==> src/rtl/ag_seq_ctrl.sv <==
// ag_seq_ctrl: multi-pass sequencer for the cyclic address generator
// start/done handshake. It accepts a pass count, runs one start/done
// handshake per pass, and checks the write-enable count of every pass.
//
// Optional feature macro: AG_TIMEOUT_EN
//   defined   -> per-pass watchdog of TMO_CYC cycles; on expiry err is set
//                and the remaining passes are abandoned.
//   undefined -> no watchdog; RUN waits for ag_done indefinitely.
//
// Clock domain: sys_clk only. Reset: reset_n, asynchronous, active low.

module ag_seq_ctrl #(
    parameter int unsigned FEATURE_BITS = 4,
    parameter int unsigned LIM          = 4'b1001,
    parameter int unsigned PASS_BITS    = 4,
    parameter int unsigned TMO_CYC      = 64
) (
    input  logic                 sys_clk,
    input  logic                 reset_n,
    input  logic                 cmd_valid,
    output logic                 cmd_ready,
    input  logic [PASS_BITS-1:0] cmd_passes,
    output logic                 ag_start,
    input  logic                 ag_done,
    input  logic                 ag_enable_write,
    output logic                 busy,
    output logic [PASS_BITS-1:0] pass_idx,
    output logic                 seq_done,
    output logic                 err
);

    // One extra bit lets the counter saturate above LIM so an overrun
    // can never wrap back onto the expected value.
    localparam int unsigned      WCNT_W  = FEATURE_BITS + 1;
    localparam logic [WCNT_W-1:0] LIM_CNT = WCNT_W'(LIM);

    typedef enum logic [1:0] {
        S_IDLE   = 2'd0,
        S_RUN    = 2'd1,
        S_GAP    = 2'd2,
        S_FINISH = 2'd3
    } state_t;

    state_t                state;
    logic [PASS_BITS-1:0]  passes_q;
    logic [WCNT_W-1:0]     wcnt;
    logic [WCNT_W-1:0]     wcnt_next;
    logic                  last_pass;

`ifdef AG_TIMEOUT_EN
    localparam int unsigned TMO_W = $clog2(TMO_CYC + 1);
    localparam logic [TMO_W-1:0] TMO_LIM = TMO_W'(TMO_CYC);
    logic [TMO_W-1:0] tmo_cnt;
`endif

    // A zero watchdog limit is meaningless; reject it at elaboration.
    if (TMO_CYC == 0) begin : g_tmo_chk
        $error("ag_seq_ctrl: TMO_CYC must be nonzero");
    end

    // Handshake-facing status decodes straight off the state register.
    assign cmd_ready = (state == S_IDLE);
    assign busy      = (state != S_IDLE);

    // Write count including a write in the current cycle, so a write that
    // coincides with ag_done is still counted for this pass.
    always_comb begin
        wcnt_next = wcnt;
        if (ag_enable_write && (wcnt != '1)) begin
            wcnt_next = wcnt + WCNT_W'(1);
        end
    end

    // pass_idx is 0-based, so the last pass is passes-1.
    assign last_pass = (pass_idx == (passes_q - PASS_BITS'(1)));

    // Sequencer FSM with registered start/index/done/error outputs.
    always_ff @(posedge sys_clk or negedge reset_n) begin
        if (!reset_n) begin
            state    <= S_IDLE;
            ag_start <= 1'b0;
            pass_idx <= '0;
            seq_done <= 1'b0;
            err      <= 1'b0;
            wcnt     <= '0;
            passes_q <= '0;
`ifdef AG_TIMEOUT_EN
            tmo_cnt  <= '0;
`endif
        end else begin
            seq_done <= 1'b0;
            case (state)
                S_IDLE: begin
                    if (cmd_valid) begin
                        passes_q <= cmd_passes;
                        err      <= 1'b0;
                        pass_idx <= '0;
                        wcnt     <= '0;
`ifdef AG_TIMEOUT_EN
                        tmo_cnt  <= '0;
`endif
                        if (cmd_passes == '0) begin
                            state    <= S_FINISH;
                            seq_done <= 1'b1;
                        end else begin
                            state    <= S_RUN;
                            ag_start <= 1'b1;
                        end
                    end
                end

                S_RUN: begin
                    wcnt <= wcnt_next;
                    if (ag_done) begin
                        ag_start <= 1'b0;
                        if (wcnt_next != LIM_CNT) begin
                            err <= 1'b1;
                        end
                        if (last_pass) begin
                            state    <= S_FINISH;
                            seq_done <= 1'b1;
                        end else begin
                            pass_idx <= pass_idx + PASS_BITS'(1);
                            state    <= S_GAP;
                        end
                    end
`ifdef AG_TIMEOUT_EN
                    // ag_done takes priority over an expiry in the same cycle.
                    else if (tmo_cnt == TMO_LIM) begin
                        ag_start <= 1'b0;
                        err      <= 1'b1;
                        state    <= S_FINISH;
                        seq_done <= 1'b1;
                    end else begin
                        tmo_cnt <= tmo_cnt + TMO_W'(1);
                    end
`endif
                end

                S_GAP: begin
                    // Start is low here for at least one cycle so the
                    // generator resets its addresses before re-arming.
                    wcnt <= '0;
                    if (!ag_done) begin
                        state    <= S_RUN;
                        ag_start <= 1'b1;
`ifdef AG_TIMEOUT_EN
                        tmo_cnt  <= '0;
`endif
                    end
                end

                S_FINISH: begin
                    state <= S_IDLE;
                end

                default: begin
                    state    <= S_IDLE;
                    ag_start <= 1'b0;
                end
            endcase
        end
    end

endmodule
==> config.mk <==
export PLATFORM = sky130hd
export DESIGN_NAME = ag_seq_ctrl
export DESIGN_NICKNAME = d
export VERILOG_FILES = /design/src/rtl/ag_seq_ctrl.sv
export SDC_FILE = /design/constraint.sdc
export NUM_CORES = 1
export LEC_CHECK = 0
export CORE_ASPECT_RATIO = 1.5
export CORE_MARGIN = 4
export CORE_UTILIZATION = 25
export DETAILED_ROUTE_END_ITERATION = 10
export PLACE_DENSITY_LB_ADDON = 0.25
export SETUP_SLACK_MARGIN = 0.3
export SLEW_MARGIN = 20
export SYNTH_ARGS = -nofsm -noshare
export SYNTH_HDL_FRONTEND = slang
export SYNTH_SLANG_ARGS = --single-unit
export TNS_END_PERCENT = 1
==> constraint.sdc <==
create_clock -name sys_clk -period 2.8 [get_ports sys_clk]
set_input_delay 0.42 -clock sys_clk [delete_from_list [all_inputs] [get_ports sys_clk]]
set_output_delay 0.42 -clock sys_clk [all_outputs]
set_load 0.005 [all_outputs]
==> results of run 1 <==
==> cell families after synthesis <==
| family | Yosys count | share of synthesized area |
|---|---|---|
| AND/OR/NAND/NOR | 48 | 0.233 |
| AO/OA/AOI/OAI | 34 | 0.197 |
| multiplexers | 2 | 0.0188 |
| XOR/XNOR | 6 | 0.0610 |
| buffers and inverters | 13 | 0.0466 |
| flip-flops | 18 | 0.399 |
| adder cells (fa/ha/maj) | 4 | 0.0443 |
==> flip-flops by register name (all words and copies together), names as in the netlist <==
register  cells
wcnt          5
seq_done      1
state         2
err           1
pass_idx      4
ag_start      1
passes_q      4
==> worst max path at each step <==
stage / from / cells past startpoint / end / slack [ns]
2_1_floorplan: wcnt[0]$_DFFE_PN0P_ / 7 / err$_DFFE_PN0P_ / 0.70
3_3_place_gp: ag_done / 5 / pass_idx[0]$_DFFE_PN0P_ / 0.49
3_5_place_dp: ag_done / 5 / pass_idx[0]$_DFFE_PN0P_ / 0.43
4_1_cts: wcnt[0]$_DFFE_PN0P_ / 7 / err$_DFFE_PN0P_ / 0.53
5_1_grt: wcnt[0]$_DFFE_PN0P_ / 7 / wcnt[3]$_DFFE_PN0P_ / 0.36
6_report: wcnt[0]$_DFFE_PN0P_ / 7 / err$_DFFE_PN0P_ / 0.50
==> cells in the mapped netlist, drive strengths merged <==
| master | instances | area (um2) |
|---|---|---|
| nor4b | 1 | 8.76 |
| nor3 | 1 | 5.00 |
| o211ai | 1 | 7.51 |
| or4 | 2 | 15.0 |
| inv | 9 | 33.8 |
| nand3 | 1 | 5.00 |
| a211oi | 1 | 7.51 |
| o22a | 1 | 8.76 |
| clkbuf | 3 | 11.3 |
| o32ai | 2 | 17.5 |
| mux2i | 1 | 10.0 |
| a211o | 2 | 18.8 |
| nor2 | 7 | 26.3 |
| nand2b | 2 | 12.5 |
| nand3b | 1 | 7.51 |
| buf | 1 | 7.51 |
| and4 | 1 | 10.0 |
| o31ai | 1 | 7.51 |
| o31a | 1 | 8.76 |
| nand4 | 4 | 25.0 |
| mux2 | 1 | 11.3 |
| and3 | 2 | 13.8 |
| xnor2 | 4 | 35.0 |
| a32oi | 2 | 17.5 |
| dfrtp | 18 | 450 |
| and2b | 1 | 8.76 |
| xor2 | 1 | 8.76 |
| and2 | 1 | 6.26 |
| ha | 4 | 50.1 |
| nor3b | 1 | 7.51 |
| a31o | 1 | 8.76 |
| nor2b | 1 | 6.26 |
| a21boi | 1 | 7.51 |
| a2111oi | 1 | 8.76 |
| nor4 | 1 | 21.3 |
| a31oi | 3 | 18.8 |
| a21oi | 8 | 40.0 |
| or3 | 2 | 12.5 |
| nand2 | 19 | 71.3 |
| o21ai | 9 | 45.0 |
| xor3 | 1 | 25.0 |
==> metal layers <==
layer / global-route usage / part of all wire / routed length (um) / vias up
met1: 0.127 / 0.43 / 1230 / 478
met2: 0.185 / 0.51 / 1480 / 23
met3: 0.0299 / 0.049 / 142 / 4
li1: - / - / - / 485
met5: 0 / 0 / 0 / -
met4: 0.0442 / 0.013 / 37 / 0
==> worst max-delay path, stage by stage (launching register included) <==
cell and delay, ns:
dfrtp_1 0.46, ha_1 0.29, and3_1 0.21, ha_1 0.22
nand2b_1 0.18, or3_1 0.31, a2111oi_0 0.38, a31oi_1 0.13
==> metrics by stage <==
step	std cells	utilization
finish	188	0.324
global route	188	0.324
CTS	188	0.324
detailed placement	185	0.314
global placement	185	0.314
floorplan	125	-
==> layout make-up <==
class / instances / area [um2]
Fill cell: 463 / 2900
Tap cell: 46 / 57.6
Inverter: 9 / 33.8
Timing Repair Buffer: 18 / 178
Multi-Input combinational cell: 94 / 626
Sequential cell: 18 / 450
Clock buffer: 3 / 41.3
==> report_power, final <==
group          switching, mW  internal (mW)  total [mW]
sequential             0.113          0.350       0.464
clock                 0.0900         0.0958       0.186
combinational          0.357          0.334       0.691
==> results.md, run 1 <==
- WHS: 0.505 ns
- Die area: 5680 um2
- Critical path peak fanout: 8
- Least-Margin Pin Slew: 0.867 ns
- Gpl congestion: 0.833
- Mapped Cells: 125
- Place WS: 0.431 ns
- Leading cell type in the layout, fill and taps excluded: nand2_1
- Hold Crit Start: passes_q[3]$_DFFE_PN0P_
- Final ANT Viol Nets: 0
- Worst r2r dst: err$_DFFE_PN0P_
- WL final: 2.89 mm
- Critical Path RT: 2.93 ns
- Hold Path Cell Cnt: 2
- Post-synthesis net count: 138
- CP endpoint kind: register
- Most frequent cells in the layout: nand2_1 (19), dfrtp_1 (18), clkdlybuf4s50_1 (17), inv_1 (9), o21ai_0 (9)
- Number of max-cap violations: 0
- Worst EP arrival: 2.43 ns
- Hold Path End: passes_q[3]$_DFFE_PN0P_
- Root buf cell: clkbuf_8
- Clk_lat worst skew: 0.26 ns
- Post-synthesis sequential area ratio: 0.399
- Vias per cell: 5.27
- Yosys cell types: 43
- Hold_buf cts: 0
- Setup_tns: 0 ns
- Min Tclk post-route: 2.30 ns
- Final Skew: 0.00287 ns
- GRT Residual Overflow: 0
- Reg2Reg Setup Slack: 0.50 ns
- CORE AREA: 4280 um2
- RSZ-0062 raised after global routing: false
- Ports: 18
- Static leakage: 0.588 nW
- TritonCTS Buffers: 3
- Syn Area/Cell: 9.03 um2
- CTS resizes: 0
- Overall Power: 1.34 mW
- # DRC: 0
- Via count: 990
- Max Slew Vio Count: 0
- Area grow syn2layout: 22.8%
- Final setup violation count: 0
- Post CTS Setup Buffer Count: 0
- CTS tree: yes
- Hold Path Class: register to register
- Setup crit start kind: register
- Cell Area, Synth: 1130 um2
- 1st-iter DRT viols: 24
- Die Y: 90.3 um
- Final instance area: 1390 um2
- Worst vdd ir: 0.433 mV
- Chip width: 62.9 um
- Drt first pass iters: 4
- Ant. Diodes: 0
- Worst slew margin: 0.420
- WS Path Type: register to register
- Rows: 29
- CTS max path bufs: 2
- Reg-to-Reg Start: wcnt[0]$_DFFE_PN0P_
- Synth Register Bits: 18
- First-pass GRT wire length: 4.91 mm
- Final Hold Fails: 0
- Largest net degree at the start of global routing: 19
- Status: finished clean
- Post-DP HPWL: 2.17 mm
- Initial core utilization: 0.264
- Final Cycle Share: 0.822
- Vias in the first global route: 1017
- Total clock sinks: 18
- WL/cell: 15.4 um
- Power Dens Cells: 967 nW/um2
- Yosys Warn Count: 0
- DP Area: 1350 um2
- Reg clk slew, reported paths: 0.07 ns
- Port bufs: 17
- GRT Util Overall: 0.109
- Cell depth of the worst flop-to-flop path: 7
- Initial antenna violation count: 0
- Top achievable clock speed: 435 MHz
- Slack of the critical path: 0.500 ns
- Layout Nets: 157
- Number of H-tree levels: 1
- Share of layout cells above drive strength 1: 0.0845
No activity file was read; power rests on OpenSTA's default activity.
==> inputs of run 2 (changes only) <==
Clock period 2.8 ns to 2.36 ns, I/O delays scaled along.
==> run 2 against run 1 <==
Setup slack worse by 0.17 ns. Register-to-register slack got worse by 0.17 ns. Non-clock buffer count is 8 higher. Routed wire length increased by 5.5%. Hold slack lost 0.079 ns. Die area is the same. Clock skew barely moved. Maximum frequency grew 13%. Critical endpoint unchanged. Largest power group unchanged.
==> results.md, run 2 (synthesis results as in run 1) <==
- Critical path peak fanout: 5
- Rows: 29
- # DRC: 0
- TritonCTS Buffers: 3
- Final Cycle Share: 0.862
- Hold_buf cts: 0
- CP max stage delay: 0.42 ns
- Critical Path RT: 2.49 ns
- Ant. Diodes: 0
- Worst EP arrival: 2.16 ns
- CP max stage cell: dfrtp_2
- Hold Path Class: input port to async pin
- Top Family by Delay on Critical Path: simple AND/OR/NAND/NOR gates
- Largest Register: wcnt
- Setup_tns: 0 ns
- GRT Util Overall: 0.113
- Total clock sinks: 18
- Max reg flops: 5
- Power Dens Cells: 1170 nW/um2
- CTS tree: yes
- Final setup violation count: 0
- Reg clk slew, reported paths: 0.07 ns
- Root buf cell: clkbuf_8
- Worst vdd ir: 0.596 mV
- GRT Residual Overflow: 0
- Share of layout cells above drive strength 1: 0.185
- Status: finished clean
- CTS max path bufs: 2
- Least-Margin Pin Slew: 0.495 ns
- WS Path Type: register to register
- Overall Power: 1.74 mW
- Drt first pass iters: 5
- Layout Nets: 165
- Final Hold Fails: 0
- Critical path's most frequent cell: ha_2
- Initial core utilization: 0.264
- Final ANT Viol Nets: 0
- Area grow syn2layout: 31.5%
- Most frequent cells in the layout: nand2_1 (19), clkdlybuf4s50_1 (17), dfrtp_1 (16)
- WL/cell: 15.5 um
- Post-DP HPWL: 2.18 mm
- Largest net degree at the start of global routing: 19
- Biggest regs: wcnt x5, pass_idx x4, passes_q x4
- Clk_lat worst skew: 0.25 ns
- Worst path bufs/invs: 0
- RSZ-0062 raised after global routing: true
- Ports: 18
- Max Slew Vio Count: 0
- Top achievable clock speed: 492 MHz
- Final Skew: 0.00256 ns
- 1st-iter DRT viols: 41
- Static leakage: 0.630 nW
- Vias in the first global route: 1105
- Min Tclk post-route: 2.03 ns
- Setup crit start kind: register
- Leading cell type in the layout, fill and taps excluded: nand2_1
- Number of max-cap violations: 0
- Initial antenna violation count: 0
- Die Y: 90.3 um
- Via count: 1034
- WL final: 3.05 mm
- CP Cell Sequence: ha_2 -> and3_1 -> ha_2 -> nand2b_4 -> or3_1 -> a2111oi_2 -> a31oi_1
- Vias per cell: 5.25
- Worst slew margin: 0.670
- Final core utilization: 0.347
- First-pass GRT wire length: 5.27 mm
- CP endpoint kind: register
- Gpl congestion: 0.793
- Number of H-tree levels: 1
- Fillers: 463
- Die area: 5680 um2
- Chip width: 62.9 um
- CORE AREA: 4280 um2
- Port bufs: 17
-- run 2: changes by cell type in the layout (fill, tap and decap cells not counted) --
cell       delta
nand2b_1      -1
dfrtp_2       +2
ha_2          +2
clkbuf_8      +1
buf_4         +8
a2111oi_0     -1
nor2b_2       +1
ha_1          -2
nor2b_1       -1
dfrtp_1       -2
a2111oi_2     +1
nand2b_4      +1
-- run 2: path summary, 6_finish.rpt --
check	startpoint	end	slack (ns)	depth (start not counted)
worst max register to register	wcnt[0]$_DFFE_PN0P_	err$_DFFE_PN0P_	0.33	7
worst min register to register	passes_q[3]$_DFFE_PN0P_	passes_q[3]$_DFFE_PN0P_	0.50	2
worst max-delay path	wcnt[0]$_DFFE_PN0P_	err$_DFFE_PN0P_	0.33	7
worst min-delay path	reset_n	wcnt[0]$_DFFE_PN0P_	0.43	2
max in group asynchronous	reset_n	state[0]$_DFFE_PN0P_	1.71	2
min in group sys_clk	passes_q[3]$_DFFE_PN0P_	passes_q[3]$_DFFE_PN0P_	0.50	2
-- run 2: final cells by class --
type,instances,area (um2),area share
clock buffer,4,55.1,0.0371
inverter,9,33.8,0.0228
multi-input combinational,94,647,0.436
sequential,18,453,0.305
tap,46,57.6,0.0388
timing repair buffer,26,238,0.160
-- run 2: through the flow --
step / instance area [um2] / hold slack, ns / worst slack, ns / cells
5_1_grt: 1480 / 0.455 / 0.216 / 197
6_report: 1480 / 0.426 / 0.326 / 197
3_3_place_gp: 1380 / 0.481 / 0.135 / 189
4_1_cts: 1480 / 0.438 / 0.286 / 197
2_1_floorplan: 1130 / 0.0584 / 0.313 / 125
3_5_place_dp: 1380 / 0.487 / 0.123 / 189
-- run 2: per-layer routing --
layer	wire length (um)	track usage	vias to the layer above	part of all wire
li1	-	-	506	-
met1	1290	0.131	506	0.42
met2	1610	0.204	18	0.53
met3	106	0.0249	4	0.035
met4	42	0.0331	0	0.014
met5	0	0	-	0
-- run 2: timing repair --
item	in CTS	in global routing
buffers inserted	4	0
resized for setup	3	3
cloned	0	0
setup endpoints to repair	5	7
pin swaps	1	2
-- run 2: report_power, final --
part           switching, mW  total, mW  internal (mW)
clock                  0.110      0.258          0.148
combinational          0.446      0.898          0.453
sequential             0.162      0.580          0.418
total                  0.717       1.74           1.02
-- run 2: worst register-to-register path, cell delays in order, from the launching register on --
cell,delay [ns]
dfrtp_2,0.42
ha_2,0.21
and3_1,0.19
ha_2,0.20
nand2b_4,0.15
or3_1,0.32
a2111oi_2,0.29
a31oi_1,0.12
==> inputs of run 3 (changes only) <==
Settings changed: CORE_MARGIN 4 to default, SKIP_CTS_REPAIR_TIMING from default to 1.
==> run 3 against run 2 <==
Hold slack lost 0.019 ns. Critical endpoint unchanged. Setup slack worse by 0.0075 ns. Clock skew increased by 0.010 ns. Highest routed layer unchanged. Sequential cell count stayed put. Routed wire length shrank 0.33%. First-iteration DRC count down 7.3%. Clock-buffer cell count is the same. Largest cell class unchanged.
==> results.md, run 3 (synthesis results as in run 1) <==
- Top Family by Delay on Critical Path: simple AND/OR/NAND/NOR gates
- RSZ-0062 raised after global routing: true
- First-pass GRT wire length: 4.91 mm
- Reg2Reg Setup Slack: 0.32 ns
- CTS tree: yes
- Area grow syn2layout: 36.0%
- Final Cycle Share: 0.865
- Number of max-cap violations: 0
- Final Hold Fails: 0
- Static leakage: 0.649 nW
- Chip width: 56.9 um
- Leading cell type in the layout, fill and taps excluded: nand2_1
- Post-DP HPWL: 2.22 mm
- Drt first pass iters: 4
- CP endpoint kind: register
- Rows: 29
- Total clock sinks: 18
- Clk_lat worst skew: 0.27 ns
- GRT Residual Overflow: 0
- Worst EP arrival: 2.19 ns
- Final ANT Viol Nets: 0
- Layout Nets: 168
- Worst vdd ir: 0.474 mV
- Via count: 1043
- WL final: 3.04 mm
- Hold Path Class: input port to async pin
- Initial core utilization: 0.264
- Slack of the critical path: 0.319 ns
- Reg-to-Reg Start: wcnt[1]$_DFFE_PN0P_
- Max reg flops: 5
- Reg clk slew, reported paths: 0.08 ns
- # DRC: 0
- Least-Margin Pin Slew: 0.534 ns
- GRT Util Overall: 0.132
- Port bufs: 17
- Worst r2r dst: err$_DFFE_PN0P_
- Gpl congestion: 0.770
- Largest Register: wcnt
- Worst path bufs/invs: 0
- Max Slew Vio Count: 0
- Overall Power: 1.80 mW
- Min Tclk post-route: 2.04 ns
- CP Cell Sequence: ha_4 -> and3_1 -> ha_2 -> nand2b_4 -> or3_4 -> a2111oi_4 -> a31oi_1
- Worst slew margin: 0.641
- Number of H-tree levels: 1
- TritonCTS Buffers: 3
- Vias in the first global route: 1069
- CTS max path bufs: 2
- Top achievable clock speed: 490 MHz
- Initial antenna violation count: 0
- Final Skew: 0.0126 ns
- Final core utilization: 0.359
- Status: finished clean
- CORE AREA: 4280 um2
- Crit path capture: err$_DFFE_PN0P_
- WS Path Type: register to register
- Setup crit start kind: register
- Setup_tns: 0 ns
- Die Y: 84.3 um
- Critical path peak fanout: 5
- Final setup violation count: 0
- Root buf cell: clkbuf_8
- CP max stage cell: dfrtp_1
- Place WS: 0.112 ns
- WL/cell: 15.2 um
- Cell depth of the worst flop-to-flop path: 7
- Setup crit start: wcnt[1]$_DFFE_PN0P_
- CP max stage delay: 0.45 ns
- Largest net degree at the start of global routing: 19
- Vias per cell: 5.22
- Ant. Diodes: 0
- Critical Path RT: 2.51 ns
- Share of layout cells above drive strength 1: 0.208
- Biggest regs: wcnt x5, pass_idx x4, passes_q x4
- 1st-iter DRT viols: 38
- Crit path depth: 7
- Most frequent cells in the layout: nand2_1 (19), dfrtp_1 (17), clkdlybuf4s50_1 (17), buf_4 (12)
- Power Dens Cells: 1180 nW/um2
- Die area: 4790 um2
- Ports: 18
run 3: metrics by stage:
step / hold slack, ns / area, um2 / std cells
after floorplan: 0.0584 / 1130 / 125
after global placement: 0.495 / 1390 / 190
after detailed placement: 0.492 / 1390 / 190
after CTS: 0.418 / 1440 / 194
after global routing: 0.431 / 1540 / 200
final: 0.407 / 1540 / 200
run 3: layer usage:
metal  wire length [um]  global-route usage  part of all wire  vias up
met4                 50              0.0532             0.016        0
met2               1630               0.240              0.53       22
met3                123              0.0247             0.040        5
met1               1240               0.149              0.41      505
met5                  0                   0                 0        -
li1                   -                   -                 -      511
run 3: power by group:
group / switching (mW) / internal [mW] / leakage, nW / total, mW
clock network: 0.118 / 0.149 / 0.0288 / 0.267
registers: 0.168 / 0.416 / 0.232 / 0.584
logic: 0.456 / 0.498 / 0.388 / 0.954
total: 0.742 / 1.06 / 0.649 / 1.80
run 3: worst min path at each step:
| stage | endpoint | depth (start not counted) | slack [ns] |
|---|---|---|---|
| floorplan | ag_start$_DFFE_PN0P_ | 0 | 0.06 |
| global placement | passes_q[3]$_DFFE_PN0P_ | 2 | 0.49 |
| detailed placement | passes_q[3]$_DFFE_PN0P_ | 2 | 0.49 |
| CTS | wcnt[4]$_DFFE_PN0P_ | 2 | 0.42 |
| global route | err$_DFFE_PN0P_ | 2 | 0.43 |
| finish | wcnt[4]$_DFFE_PN0P_ | 2 | 0.41 |
run 3: area by class of cell:
type	instances	area, um2
repair buffers	29	260
clock buffers	4	55.1
fillers	445	2750
flip-flops and latches	18	452
well taps	46	57.6
inverters	9	33.8
multi-input cells	94	677
